File: config.mk
export PLATFORM = sky130hd
export DESIGN_NAME = controle_registrador
export DESIGN_NICKNAME = d
export VERILOG_FILES = /design/src/rtl/controle_registrador.sv
export SDC_FILE = /design/constraint.sdc
export NUM_CORES = 1
export LEC_CHECK = 0
export ABC_CLOCK_PERIOD_IN_PS = 3350
export BUFFER_PORTS_ARGS = -buffer_cell sky130_fd_sc_hd__clkbuf_2
export CORE_MARGIN = 1.5
export CORE_UTILIZATION = 50
export DETAILED_ROUTE_END_ITERATION = 10
export GPL_ROUTABILITY_DRIVEN = 0
export PLACE_DENSITY_LB_ADDON = 0.08
export SYNTH_ARGS = -nofsm -noshare
export SYNTH_HDL_FRONTEND = slang
export SYNTH_SLANG_ARGS = --single-unit
File: constraint.sdc
create_clock -name clk -period 3.35 [get_ports clk]
set_input_delay 0.5025 -clock clk [delete_from_list [all_inputs] [get_ports clk]]
set_output_delay 0.5025 -clock clk [all_outputs]
set_load 0.02 [all_outputs]
File: src/rtl/controle_registrador.sv
// controle_registrador: round-robin arbiter sequencing parallel and serial loads into a shared shift register
module controle_registrador #(
  parameter int N = 4
) (
  input  logic         clk,
  input  logic         reset,
  input  logic         req_par,
  input  logic [N-1:0] din_par,
  input  logic         req_ser,
  input  logic [N-1:0] din_ser,
  input  logic [N-1:0] reg_Dout,
  output logic         reg_SEL,
  output logic [N-1:0] reg_Din,
  output logic         reg_Din_serie,
  output logic         grant_par,
  output logic         grant_ser,
  output logic         busy,
  output logic         done,
  output logic [N-1:0] word_out
);
  localparam int CW = $clog2(N);
  typedef enum logic [1:0] {IDLE, PAR, SER, DONE} state_t;
  state_t state;
  logic [N-1:0] dbuf;
  logic [CW-1:0] cnt;
  logic last;
  always_ff @(posedge clk) begin
    if (reset) begin
      state <= IDLE;
      cnt <= '0;
      dbuf <= '0;
      last <= 1'b1;
      word_out <= '0;
    end else begin
      case (state)
        IDLE:
          if (req_par && (!req_ser || last)) begin
            state <= PAR;
            dbuf <= din_par;
            last <= 1'b0;
            cnt <= '0;
          end else if (req_ser) begin
            state <= SER;
            dbuf <= din_ser;
            last <= 1'b1;
            cnt <= '0;
          end
        PAR: state <= DONE;
        SER: begin
          cnt <= cnt + CW'(1);
          if (cnt == CW'(N - 1)) state <= DONE;
        end
        default: begin
          word_out <= reg_Dout;
          state <= IDLE;
        end
      endcase
    end
  end
  // the register has no enable, so every non-loading cycle feeds its output back
  always_comb begin
    grant_par = state == PAR;
    grant_ser = state == SER;
    busy = state != IDLE;
    done = state == DONE;
    reg_SEL = grant_ser;
    reg_Din = grant_par ? dbuf : reg_Dout;
    reg_Din_serie = grant_ser ? dbuf[CW'(N - 1) - cnt] : 1'b0;
  end
endmodule
==> out/metrics.yaml <==
core_mm2: 0.001471
cts_root_buf: "sky130_fd_sc_hd__clkbuf_4"
timing.clock.skew_ns: 0.001643
io_pins: 30
start_util_pct: 52.64
ys_seq_area_share_pct: 33.60
synth_enable_flop_cells: 0
nNetsFinal: 135
grt_setup_unrepaired: "false"
post-route-drc-count: 0
final_clock_period_utilization_by_the_worst_path_pct: 60.72
grt_util_all_layers_pct: 20.20
netlist-cell-type-count: 27
grt_start_max_net_pins: 15
run_status: "completed"
finalMaxSlewViolations: 0
final-seq-area_um2: 260.3
fp.dieArea_mm2: 0.001794
drt_wl_total_um: 1563
drive_gt1_share_pct: 38.74
cts.sinks: 13
timing.reg2reg.setup_slack_ns: 1.69
timing.fmax_mhz: 491.7
timing.setup.critical_path_class: "reg -> out"
place.port_buffers: 29
synth.yosys.warnings: 0
fillerInstances: 142
cts_tree: "done"
power.density_mw_per_mm2: 687.2
critical_path.startpoint_type: "register"
synth_area_leader_cell: "sky130_fd_sc_hd__dfxtp_1"
cellLeakagePower_nw: 0.4272
crit_arrival_ns: 1.53
synth_async_reset_ratio_pct: 0
cp_max_fo: 5
post-dp-hpwl_um: 1181
fin_crit_ns: 2.034
hold_viol_final: 0
tightest_slew_ns: 0.2978
cts.reportedPaths.clkPinSlew_ns: 0.08
layoutNonFillerInstCount: 127
vdd_ir_drop_max_mv: 0.3548
antenna_found_initial: 0
synth.most_common_cell: "sky130_fd_sc_hd__dfxtp_1"
synthToLayoutAreaGrowth_pct: 20.84
postSynthCellCount: 82
synth_top_area_share_pct: 33.60
mappedNetlistNets: 105
maxCapViolCount: 0
synth.area.top_cells: "sky130_fd_sc_hd__dfxtp_1, sky130_fd_sc_hd__ha_1, sky130_fd_sc_hd__mux2_2"
detail_route.wl_per_cell_um: 12.31
routed-via-count: 688
via_count_of_the_first_global_routing_pass: 657
synth.cells.most_frequent: "sky130_fd_sc_hd__dfxtp_1, sky130_fd_sc_hd__nor2_1, sky130_fd_sc_hd__ha_1, sky130_fd_sc_hd__nand3_1, sky130_fd_sc_hd__o21ai_0"
mappedNetlistArea_um2: 774.5
crit_path_launch: "state[1]"
post_cts_hold_buffer_count: 0
drt.antenna.violating_nets: 0
critPathCaptureType: "primary output"
worst_slew_margin_rel_pct: 80.14
critPathRequiredTime_ns: 2.85
source_of_the_worst_register_to_register_timing_path: "state[0]"
dpl_cell_area_um2: 909.6
vias_per_cell: 5.417
dieWidth_um: 42.36
ys.flop_type: "sky130_fd_sc_hd__dfxtp_1"
insertedDiodeCount: 0
cts_max_level: 1
holdCritStartpoint: "reg_Dout[0]"
synth_seq_cells: 13
cts.repair.resized: 0
finish.instance_area_um2: 935.9
drt_pre_antenna_iters: 4
number_of_cells_in_the_design_after_placement: 123
tritoncts.num_buffers: 3
timing.setup.tns_ns: 0
hold_ws_ns: 0.4850
multiInputGateArea_um2: 469.2
hold_path_class: "in -> reg"
post-cts-setup-buffer-count: 0
globalRoute.totalOverflow: 0
clock_latency_on_the_worst_skew_pair_ns: 0.27
detailedRoute.firstIterationViolations: 13
y_dimension_of_the_die_um: 42.36
std_cell_rows: 14
cts-root-to-sink-buffers: 2
syn-mean-instance-area_um2: 9.445
finalSetupViolCount: 0
grt_first_pass_wirelength_um: 2829
layout by cell type, fill, tap and decap left out, types with 3 or more instances in the layout:
| cell type | instances |
|---|---|
| sky130_fd_sc_hd__clkbuf_2 | 29 |
| sky130_fd_sc_hd__dfxtp_1 | 13 |
| sky130_fd_sc_hd__o21ai_0 | 5 |
| sky130_fd_sc_hd__mux2_2 | 4 |
| sky130_fd_sc_hd__inv_1 | 4 |
| sky130_fd_sc_hd__nor2_1 | 9 |
| sky130_fd_sc_hd__a311oi_1 | 4 |
| sky130_fd_sc_hd__clkbuf_4 | 3 |
| sky130_fd_sc_hd__ha_1 | 7 |
| sky130_fd_sc_hd__a21oi_1 | 3 |
| sky130_fd_sc_hd__nand3_1 | 7 |
| sky130_fd_sc_hd__mux2i_1 | 4 |
logic make-up after synthesis:
family                     count (synthesis)  share of synthesized area (%)
and+or+nand+nor                           27                          20.03
AOI/OAI and AO/OA                         18                          15.35
DFF                                       13                          33.60
muxes                                      9                          13.89
buffers and inverters                      8                          5.814
adders and majority gates                  7                          11.31
through the flow:
step	power, W	setup WS (ns)	utilization (%)
floorplan	0.0004711	1.644	-
global placement	0.0005448	1.637	61.82
detailed placement	0.0005478	1.602	61.82
CTS	0.0006454	1.297	63.61
global route	0.0006929	1.211	63.61
finish	0.0006431	1.316	63.61
registers in the layout, indices dropped and copies added, names as in the netlist:
name / count
last: 1
dbuf: 4
state: 2
word_out: 4
cnt: 2
metal layers:
metal  track usage (%)  wire [µm]  up-vias
li1                  -          -      356
met1             28.23        807      309
met2             31.38        679       21
met3             2.586         67        2
met4             8.125          9        0
met5                 0          0        -
final timing paths:
check / endpoint / depth (start not counted)
setup / recovery: reg_Din[1] / 4
hold / removal: word_out[0] / 3
setup reg to reg: state[1] / 5
hold reg to reg: word_out[1] / 2
where the power goes:
group	total [W]	switching (W)	internal, W
combinational	0.000319	0.000178	0.000141
clock	0.0000975	0.0000515	0.0000460
sequential	0.000226	0.0000331	0.000193
total	0.000643	0.000263	0.000380
cell type report:
class	count	area share [%]
tap	16	2.139
sequential	13	27.81
inverter	4	1.604
timing repair buffer	29	15.51
clock buffer	4	2.807
multi-input combinational	61	50.13
worst max-delay path: stages, from the launching register on:
cell                       delay [ns]
sky130_fd_sc_hd__dfxtp_1         0.34
sky130_fd_sc_hd__inv_1           0.12
sky130_fd_sc_hd__ha_1            0.28
sky130_fd_sc_hd__mux2_2          0.36
sky130_fd_sc_hd__clkbuf_2        0.15
(Power assumes the default switching activity.)
